--- src/rtl/csr_trap_ctrl.sv ---
// csr_trap_ctrl: commit-side controller driving the CSR file for Zicsr accesses
// and sequencing trap entry / mret with a PC redirect and pipeline flush.
module csr_trap_ctrl #(
    parameter int unsigned XLEN    = 64,
    parameter int unsigned ECODE_W = 63
) (
    input  logic               clk,
    input  logic               rst_n,
    // retiring instruction from writeback
    input  logic               in_valid,
    output logic               in_ready,
    input  logic [XLEN-1:0]    in_pc,
    input  logic [2:0]         in_kind,
    input  logic [2:0]         in_funct3,
    input  logic [11:0]        in_csr_addr,
    input  logic [4:0]         in_rs1_idx,
    input  logic [XLEN-1:0]    in_rs1_val,
    input  logic [4:0]         in_rd_idx,
    // CSR file access
    output logic               csr_re,
    output logic [11:0]        csr_num,
    output logic               csr_we,
    output logic [XLEN-1:0]    csr_wmask,
    output logic [XLEN-1:0]    csr_wvalue,
    input  logic [XLEN-1:0]    csr_rvalue,
    // trap / return strobes
    output logic               ex,
    output logic               ex_ret,
    output logic [XLEN-1:0]    epc,
    output logic [ECODE_W-1:0] ecode,
    input  logic [XLEN-1:0]    ex_entry,
    // register-file writeback of the old CSR value
    output logic               rd_wen,
    output logic [4:0]         rd_waddr,
    output logic [XLEN-1:0]    rd_wdata,
    // fetch redirect
    output logic               flush,
    output logic               redirect_valid,
    output logic [XLEN-1:0]    redirect_pc,
    input  logic               redirect_ready
);

    localparam int unsigned CSR_ADDR_W = 12;
    localparam int unsigned REG_IDX_W  = 5;

    localparam logic [2:0] KIND_NORMAL = 3'd0;
    localparam logic [2:0] KIND_CSR    = 3'd1;
    localparam logic [2:0] KIND_ECALL  = 3'd2;
    localparam logic [2:0] KIND_EBREAK = 3'd3;
    localparam logic [2:0] KIND_MRET   = 3'd4;

    localparam logic [ECODE_W-1:0] ECODE_ILLEGAL = ECODE_W'(2);
    localparam logic [ECODE_W-1:0] ECODE_EBREAK  = ECODE_W'(3);
    localparam logic [ECODE_W-1:0] ECODE_ECALL   = ECODE_W'(11);

    typedef enum logic [2:0] {
        ST_IDLE       = 3'd0,
        ST_CSR_ACC    = 3'd1,
        ST_TRAP       = 3'd2,
        ST_TRAP_REDIR = 3'd3,
        ST_RET        = 3'd4,
        ST_RET_REDIR  = 3'd5
    } state_e;

    state_e                  state_q, state_d;
    logic                    in_ready_q, in_ready_d;
    logic                    csr_re_q, csr_re_d;
    logic                    csr_we_q, csr_we_d;
    logic [CSR_ADDR_W-1:0]   csr_num_q, csr_num_d;
    logic [XLEN-1:0]         csr_wmask_q, csr_wmask_d;
    logic [XLEN-1:0]         csr_wvalue_q, csr_wvalue_d;
    logic                    ex_q, ex_d;
    logic                    ex_ret_q, ex_ret_d;
    logic [XLEN-1:0]         epc_q, epc_d;
    logic [ECODE_W-1:0]      ecode_q, ecode_d;
    logic                    rd_wen_q, rd_wen_d;
    logic [REG_IDX_W-1:0]    rd_waddr_q, rd_waddr_d;
    logic                    flush_q, flush_d;
    logic                    redirect_valid_q, redirect_valid_d;
    logic [XLEN-1:0]         redirect_pc_q, redirect_pc_d;

    logic                    accept;
    logic                    take_trap;
    logic [ECODE_W-1:0]      trap_code;
    logic [XLEN-1:0]         src;

    // Next-state and next-output decode; strobes default low, payloads hold.
    always_comb begin
        state_d          = state_q;
        csr_re_d         = 1'b0;
        csr_we_d         = 1'b0;
        ex_d             = 1'b0;
        ex_ret_d         = 1'b0;
        rd_wen_d         = 1'b0;
        flush_d          = 1'b0;
        csr_num_d        = csr_num_q;
        csr_wmask_d      = csr_wmask_q;
        csr_wvalue_d     = csr_wvalue_q;
        epc_d            = epc_q;
        ecode_d          = ecode_q;
        rd_waddr_d       = rd_waddr_q;
        redirect_valid_d = redirect_valid_q;
        redirect_pc_d    = redirect_pc_q;
        take_trap        = 1'b0;
        trap_code        = '0;
        accept           = in_valid && in_ready_q;
        src              = in_funct3[2] ? XLEN'(in_rs1_idx) : in_rs1_val;

        case (state_q)
            ST_IDLE: begin
                if (accept) begin
                    case (in_kind)
                        KIND_NORMAL: ;
                        KIND_CSR: begin
                            if (in_funct3[1:0] != 2'b00) begin
                                state_d    = ST_CSR_ACC;
                                csr_num_d  = in_csr_addr;
                                rd_waddr_d = in_rd_idx;
                                rd_wen_d   = (in_rd_idx != '0);
                                if (in_funct3[1:0] == 2'b01) begin
                                    // RW: write-only when rd is x0
                                    csr_re_d     = (in_rd_idx != '0);
                                    csr_we_d     = 1'b1;
                                    csr_wmask_d  = '1;
                                    csr_wvalue_d = src;
                                end else begin
                                    // RS/RC: read-only when rs1 field is zero
                                    csr_re_d     = 1'b1;
                                    csr_we_d     = (in_rs1_idx != '0);
                                    csr_wmask_d  = src;
                                    csr_wvalue_d = (in_funct3[1:0] == 2'b10) ? '1 : '0;
                                end
                            end else begin
                                take_trap = 1'b1;
                                trap_code = ECODE_ILLEGAL;
                            end
                        end
                        KIND_ECALL: begin
                            take_trap = 1'b1;
                            trap_code = ECODE_ECALL;
                        end
                        KIND_EBREAK: begin
                            take_trap = 1'b1;
                            trap_code = ECODE_EBREAK;
                        end
                        KIND_MRET: begin
                            state_d  = ST_RET;
                            ex_ret_d = 1'b1;
                            flush_d  = 1'b1;
                        end
                        default: begin
                            take_trap = 1'b1;
                            trap_code = ECODE_ILLEGAL;
                        end
                    endcase
                    if (take_trap) begin
                        state_d = ST_TRAP;
                        ex_d    = 1'b1;
                        flush_d = 1'b1;
                        epc_d   = in_pc;
                        ecode_d = trap_code;
                    end
                end
            end
            ST_CSR_ACC: state_d = ST_IDLE;
            ST_TRAP:    state_d = ST_TRAP_REDIR;
            ST_TRAP_REDIR: begin
                // ex_entry reflects the new mcause only after the ex edge,
                // so it is sampled here rather than during TRAP.
                if (!redirect_valid_q) begin
                    redirect_pc_d    = ex_entry;
                    redirect_valid_d = 1'b1;
                end else if (redirect_ready) begin
                    redirect_valid_d = 1'b0;
                    state_d          = ST_IDLE;
                end
            end
            ST_RET: begin
                // csr_rvalue returns mepc while ex_ret is asserted
                redirect_pc_d    = csr_rvalue;
                redirect_valid_d = 1'b1;
                state_d          = ST_RET_REDIR;
            end
            ST_RET_REDIR: begin
                if (redirect_ready) begin
                    redirect_valid_d = 1'b0;
                    state_d          = ST_IDLE;
                end
            end
            default: state_d = ST_IDLE;
        endcase

        in_ready_d = (state_d == ST_IDLE);
    end

    // State and output registers with asynchronous reset.
    always_ff @(posedge clk or negedge rst_n) begin
        if (!rst_n) begin
            state_q          <= ST_IDLE;
            in_ready_q       <= 1'b0;
            csr_re_q         <= 1'b0;
            csr_we_q         <= 1'b0;
            csr_num_q        <= '0;
            csr_wmask_q      <= '0;
            csr_wvalue_q     <= '0;
            ex_q             <= 1'b0;
            ex_ret_q         <= 1'b0;
            epc_q            <= '0;
            ecode_q          <= '0;
            rd_wen_q         <= 1'b0;
            rd_waddr_q       <= '0;
            flush_q          <= 1'b0;
            redirect_valid_q <= 1'b0;
            redirect_pc_q    <= '0;
        end else begin
            state_q          <= state_d;
            in_ready_q       <= in_ready_d;
            csr_re_q         <= csr_re_d;
            csr_we_q         <= csr_we_d;
            csr_num_q        <= csr_num_d;
            csr_wmask_q      <= csr_wmask_d;
            csr_wvalue_q     <= csr_wvalue_d;
            ex_q             <= ex_d;
            ex_ret_q         <= ex_ret_d;
            epc_q            <= epc_d;
            ecode_q          <= ecode_d;
            rd_wen_q         <= rd_wen_d;
            rd_waddr_q       <= rd_waddr_d;
            flush_q          <= flush_d;
            redirect_valid_q <= redirect_valid_d;
            redirect_pc_q    <= redirect_pc_d;
        end
    end

    assign in_ready       = in_ready_q;
    assign csr_re         = csr_re_q;
    assign csr_we         = csr_we_q;
    assign csr_num        = csr_num_q;
    assign csr_wmask      = csr_wmask_q;
    assign csr_wvalue     = csr_wvalue_q;
    assign ex             = ex_q;
    assign ex_ret         = ex_ret_q;
    assign epc            = epc_q;
    assign ecode          = ecode_q;
    assign rd_wen         = rd_wen_q;
    assign rd_waddr       = rd_waddr_q;
    // old CSR value is read back in the access cycle itself
    assign rd_wdata       = rd_wen_q ? csr_rvalue : '0;
    assign flush          = flush_q;
    assign redirect_valid = redirect_valid_q;
    assign redirect_pc    = redirect_pc_q;

endmodule

--- config.mk ---
export PLATFORM = sky130hd
export DESIGN_NAME = csr_trap_ctrl
export DESIGN_NICKNAME = d
export VERILOG_FILES = /design/src/rtl/csr_trap_ctrl.sv
export SDC_FILE = /design/constraint.sdc
export NUM_CORES = 1
export LEC_CHECK = 0
export CORE_AREA = 4 4 269 271
export CTS_CLUSTER_DIAMETER = 80
export DETAILED_ROUTE_END_ITERATION = 16
export DIE_AREA = 0 0 273 275
export PLACE_DENSITY = 0.51
export SETUP_SLACK_MARGIN = 0.2
export SLEW_MARGIN = 15
export SYNTH_ARGS = -nofsm -noshare
export SYNTH_HDL_FRONTEND = slang
export SYNTH_SLANG_ARGS = --single-unit
--- constraint.sdc ---
create_clock -name clk -period 2.6 [get_ports clk]
set_input_delay 0.65 -clock clk [delete_from_list [all_inputs] [get_ports clk]]
set_output_delay 0.65 -clock clk [all_outputs]
set_load 0.02 [all_outputs]
==> impl_metrics.tcl, run 1 <==
set metrics [dict create \
    outcome "finished clean" \
    layout_commonest_cell "clkdlybuf4s50_1" \
    pre_cts_ws_ps -152 \
    seq_area_frac_synth_pct 55.5 \
    chipHeight_um 275 \
    avgSynthCellArea_um2 11.3 \
    grt_pass1_wl_um 74900 \
    arrival_ps 1770 \
    yosys.area_share.simple_pct 11.2 \
    synth_compound_area_share_pct 9.05 \
    ys_warn_count 0 \
    leakagePower_nw 9.25 \
    root_buffer "clkbuf_16" \
    total_power_w 0.0238 \
    dieArea_mm2 0.0751 \
    finalSetupTns_ps 0 \
    period_minus_slack_ps 2420 \
    place.gp.congestion 0.835 \
    syn2layout_area_growth_pct 67.6 \
    drive_gt1_share_pct 16.1 \
    wire_per_inst_um 19.0 \
    cp_slowest_cell "dfrtp_2" \
    cp-start-kind "register" \
    route.detailed.drc 0 \
    relSlewSlack_pct 52.3 \
    muxShareOfSynthArea_pct 17.7 \
    grt_start_max_net_pins 68 \
    rsz0062_at_grt "yes" \
    avgViaCountPerCell 3.94 \
    routed_wl_um 52500 \
    min_path_type "primary input to asynchronous set/reset pin" \
    antenna_found_initial 1 \
    cts_sinks 287 \
    grt_pass1_vias 11400 \
    setup_ws_ps 178 \
    layout.nets 2089 \
    critPathRequiredTime_ps 1950 \
    port_buffers 635 \
    ctsLongestPathBuffers 3 \
    irDropWorstVdd_mv 0.584 \
    final_cell_mix "clkdlybuf4s50_1, dfrtp_1, mux2_2, o21ai_0, nor2_1" \
    synth_top_family_by_area "multiplexers" \
    num_rows 97 \
    synth_enable_flop_cells 0 \
    cap_viol_max_count 0 \
    globalRouteOverflowTotal 0 \
    reg2reg_slack_ps 500 \
    dp_hpwl_um 41600 \
    endpoint_kind "output port" \
    firstDrtPassIters 5 \
    initial_core_util_pct 18.5 \
    hold_viol 0 \
    tightestPinTransition_ps 715 \
    design.core.area_mm2 0.0698 \
    synth_top_flop_cell "dfrtp_1" \
    cp_max_fo 65 \
    yosys.area_share.xor_xnor_pct 0 \
    ys_seq_elements 287 \
    fp.dieW_um 273 \
    synth_fa_ha_area_share_pct 0 \
    critical_path.top_delay_family "buffers and inverters" \
    skew_ps 12.5 \
    cts_made_buffers 36 \
    cp_slowest_stage_delay_ps 410 \
    fmax_mhz 413 \
    synth_area_mm2 0.0129 \
    cts_tree "yes" \
    syn_inst 1141 \
    crit_chain "buf_12, and2_1, dlygate4sd2_1" \
    powerDensity_mw_per_mm2 1100 \
    antenna_cells 0 \
    track_usage_pct 13.0 \
    htreeDepth 2 \
    r2r-start "state_q[1]" \
    final_cells 2764 \
    fin_hold_ws_ps 14.0 \
    cts_hold_buf 0 \
    timing.rr.end "csr_wvalue[36]" \
    async_reset_ff_share_pct 100 \
    ys_types 34 \
    vias 10900 \
    r2r_cells 5 \
    crit_type "register to output port" \
    first_iter_violations 404 \
    io_pins 696 \
    nFillCells 7131 \
    worst-path-buf-inv 2 \
    clock_latency_ps 540 \
    period_share_pct 93.1 \
    dp_cells 2703 \
    clkTransAtPathRegs_ps 60 \
    report.final.slew_viol_count 0 \
    setup_viol 0 \
    antenna_left 0 \
]
[flip-flops by register name (all words and copies together) (netlist names), 3 cells and up]
signal / count
csr_num: 12
epc: 64
rd_waddr: 5
csr_wmask: 64
csr_wvalue: 64
state_q: 3
redirect_pc: 64
ecode: 3
[metal layers]
layer  part of all wire [%]  GRT usage, %
met4                    2.4          3.55
met3                    8.8          4.71
met2                     49          22.6
met1                     40          15.3
met5                      0             0
[stage by stage]
stage / cell area, um2 / utilization (%)
final: 21700 / 31.1
after global routing: 21700 / 31.1
after CTS: 21700 / 31.2
after detailed placement: 20700 / 29.6
after global placement: 20700 / 29.6
after floorplan: 13200 / -
[cells by family after synthesis]
logic type | count (synthesis)
AOI/OAI and AO/OA | 210
buffers and inverters | 149
DFF | 287
muxes | 211
other | 1
and+or+nand+nor | 283
[cell type report]
| class | count | area (um2) | area share [%] |
|---|---|---|---|
| repair buffers | 710 | 7020 | 32.4 |
| inverters | 2 | 7.51 | 0.0346 |
| multi-input cells | 764 | 5160 | 23.8 |
| well taps | 940 | 1180 | 5.42 |
| clock buffers | 51 | 1030 | 4.74 |
| clock inverters | 10 | 115 | 0.531 |
| flip-flops and latches | 287 | 7180 | 33.1 |
[where the power goes]
group | switching, W | internal [W]
clock network | 0.00196 | 0.00296
registers | 0.00130 | 0.00656
logic | 0.00564 | 0.00539
[worst max-delay path by stage]
stage,slack [ps],from,cells after the start,endpoint
3_5_place_dp,-150,in_kind[2],6,csr_wvalue[36]
4_1_cts,150,rd_wen,3,rd_wdata[13]
5_1_grt,130,rd_wen,3,rd_wdata[57]
3_3_place_gp,-130,in_kind[2],8,csr_wvalue[3]
2_1_floorplan,570,in_valid,7,epc[45]
6_report,180,rd_wen,3,rd_wdata[57]
[synthesized netlist by cell type (2+ instances only)]
library cell	number	area, um2
buf_2	34	170
nor2_1	70	263
nor2b_1	2	12.5
dfrtp_1	287	7180
o211ai_1	5	37.5
inv_1	2	7.51
nand2b_1	64	400
buf_4	63	473
o21ai_0	124	621
mux2i_1	69	691
and2_1	65	407
clkbuf_1	48	180
buf_6	2	22.5
mux2_1	2	22.5
o22ai_1	2	12.5
or2_1	2	12.5
nor4_1	2	12.5
o21a_1	6	45.0
a31oi_1	66	413
nand2_1	69	259
a21oi_1	5	25.0
mux2_2	140	1580
[what timing repair did]
item	in CTS	in global routing
buffers inserted	0	0
setup endpoints to repair	70	62
pin swaps	0	0
resized for setup	84	27
(Power assumes the default switching activity.)
==> inputs of run 2 (changes only) <==
clock period = 2.4 ns   (was 2.6 ns; I/O delays follow)
==> run 2 against run 1 <==
  * Clock skew increased by 4.6 ps
  * Power increased by 7.2%
  * Largest power group unchanged
  * Final cell count increased by 0.83%
==> impl_metrics.tcl, run 2 (synthesized netlist as in run 1, its figures left out) <==
set metrics [dict create \
    clkTransAtPathRegs_ps 60 \
    relSlewSlack_pct 63.1 \
    cp-start-kind "register" \
    tightestPinTransition_ps 553 \
    period_share_pct 95.1 \
    cts_sinks 287 \
    track_usage_pct 13.2 \
    wire_per_inst_um 19.5 \
    route.detailed.drc 0 \
    first_iter_violations 386 \
    dp_hpwl_um 41600 \
    cap_viol_max_count 0 \
    ctsLongestPathBuffers 3 \
    vias 11000 \
    dp_cells 2720 \
    final_cell_mix "clkdlybuf4s50_1, dfrtp_1, mux2_2, o21ai_0, buf_4" \
    outcome "finished clean" \
    startpoint "rd_wen" \
    routed_wl_um 54400 \
    rsz0062_at_grt "yes" \
    setup_viol 0 \
    hp-start "redirect_pc[42]" \
    min_path_type "register to register" \
    multi_input_area_mm2 0.00525 \
    antenna_left 0 \
    powerDensity_mw_per_mm2 1160 \
    design.core.area_mm2 0.0698 \
    syn2layout_area_growth_pct 70.4 \
    period_minus_slack_ps 2280 \
    crit_type "register to output port" \
    layout_commonest_cell "clkdlybuf4s50_1" \
    globalRouteOverflowTotal 0 \
    leakagePower_nw 9.77 \
    p_sw_w 0.00959 \
    grt_start_max_net_pins 129 \
    p_sw_share_pct 37.6 \
    combinationalPowerShare_pct 46.0 \
    r2r-start "state_q[1]" \
    reg2reg_slack_ps 350 \
    endpoint_kind "output port" \
    skew_ps 17.1 \
    cts_tree "yes" \
    antenna_found_initial 0 \
    antenna_cells 0 \
    chipHeight_um 275 \
    arrival_ps 1680 \
    intPower_w 0.0159 \
    final_cells 2787 \
    root_buffer "clkbuf_16" \
    cp_max_fo 33 \
    grt_pass1_vias 11600 \
    crit_end "rd_wdata[13]" \
    register_area_mm2 0.00718 \
    setup_ws_ps 118 \
    drive_gt1_share_pct 21.5 \
    irDropWorstVdd_mv 0.506 \
    port_buffers 635 \
    initial_core_util_pct 18.5 \
    cts_made_buffers 35 \
    grt_pass1_wl_um 75900 \
    fp.dieW_um 273 \
    p_clk_share_pct 20.8 \
    report.final.slew_viol_count 0 \
    total_power_w 0.0255 \
    fmax_mhz 438 \
    clock_latency_ps 540 \
    dieArea_mm2 0.0751 \
    nFillCells 7149 \
    critPathRequiredTime_ps 1800 \
    r2r_cells 5 \
    timing.rr.end "csr_wvalue[54]" \
    htreeDepth 2 \
    layout.nets 2111 \
    io_pins 696 \
    hold_viol 0 \
    avgViaCountPerCell 3.96 \
    num_rows 97 \
    pre_cts_ws_ps -316 \
    place.gp.congestion 0.857 \
    firstDrtPassIters 4 \
    seq_power_share_pct 33.3 \
]
-- run 2: cell count changes in the layout (fill, tap and decap cells not counted), sizes merged, moves of 3 or more --
cell	previous run	this run
buf	80	158
clkbuf	64	58
clkdlybuf4s15	13	7
clkdlybuf4s50	559	493
dlygate4sd2	44	41
dlymetal6s2s	1	29
inv	6	3
-- run 2: layer usage --
layer  global-route usage [%]  routed length (um)
met1                     15.1               21100
met2                     23.0               26800
met3                     5.32                5140
met4                     3.62                1360
met5                        0                   0
-- run 2: how the worst min path moves through the flow --
stage / cells past startpoint / endpoint / slack (ps)
global route: 2 / redirect_pc[21] / 500
global placement: 1 / ecode[1] / 460
finish: 2 / redirect_pc[42] / 480
CTS: 2 / redirect_pc[48] / 490
floorplan: 0 / csr_num[0] / 300
detailed placement: 1 / ecode[1] / 470
-- run 2: critical path, stage by stage, from the launching register on --
cell,delay (ps)
dfrtp_2,410
buf_12,190
and2_1,210
clkdlybuf4s15_2,290
-- run 2: final cells by class --
cell class / count / share of cell area [%]
repair buffers: 733 / 33.1
flip-flops and latches: 287 / 32.6
multi-input cells: 764 / 23.8
well taps: 940 / 5.33
clock buffers: 54 / 4.71
clock inverters: 7 / 0.477
inverters: 2 / 0.0340
-- run 2: metrics by stage --
stage	area [um2]	setup TNS (ps)	hold WS [ps]	util [%]
final	22100	0	476	31.6
after CTS	21800	0	485	31.2
after global routing	22100	0	505	31.6
after global placement	20800	-43990	456	29.8
after detailed placement	20800	-49250	472	29.8
after floorplan	13200	0	304	-
-- run 2: power groups by stage --
stage / sequential, W / clock [W] / combinational, W
finish: 0.00849 / 0.00530 / 0.0117
global route: 0.00880 / 0.00573 / 0.0125
CTS: 0.00854 / 0.00554 / 0.0120
detailed placement: 0.00856 / 0 / 0.0122
global placement: 0.00854 / 0 / 0.0121
floorplan: 0.0111 / 0 / 0.00276
-- run 2: timing repair --
action	in CTS	in global routing
gates resized for setup	260	146
buffers inserted	0	1
endpoints found under the setup margin	106	182
pin swaps	0	16
cloned	0	4
hold endpoints to repair	1	0
hold buffers	1	0
==> inputs of run 3 (changes only) <==
CAP_MARGIN = 20   (was default)
==> results of run 3 <==
Same layout as run 2: the final DEF is identical, and so are final timing and power.
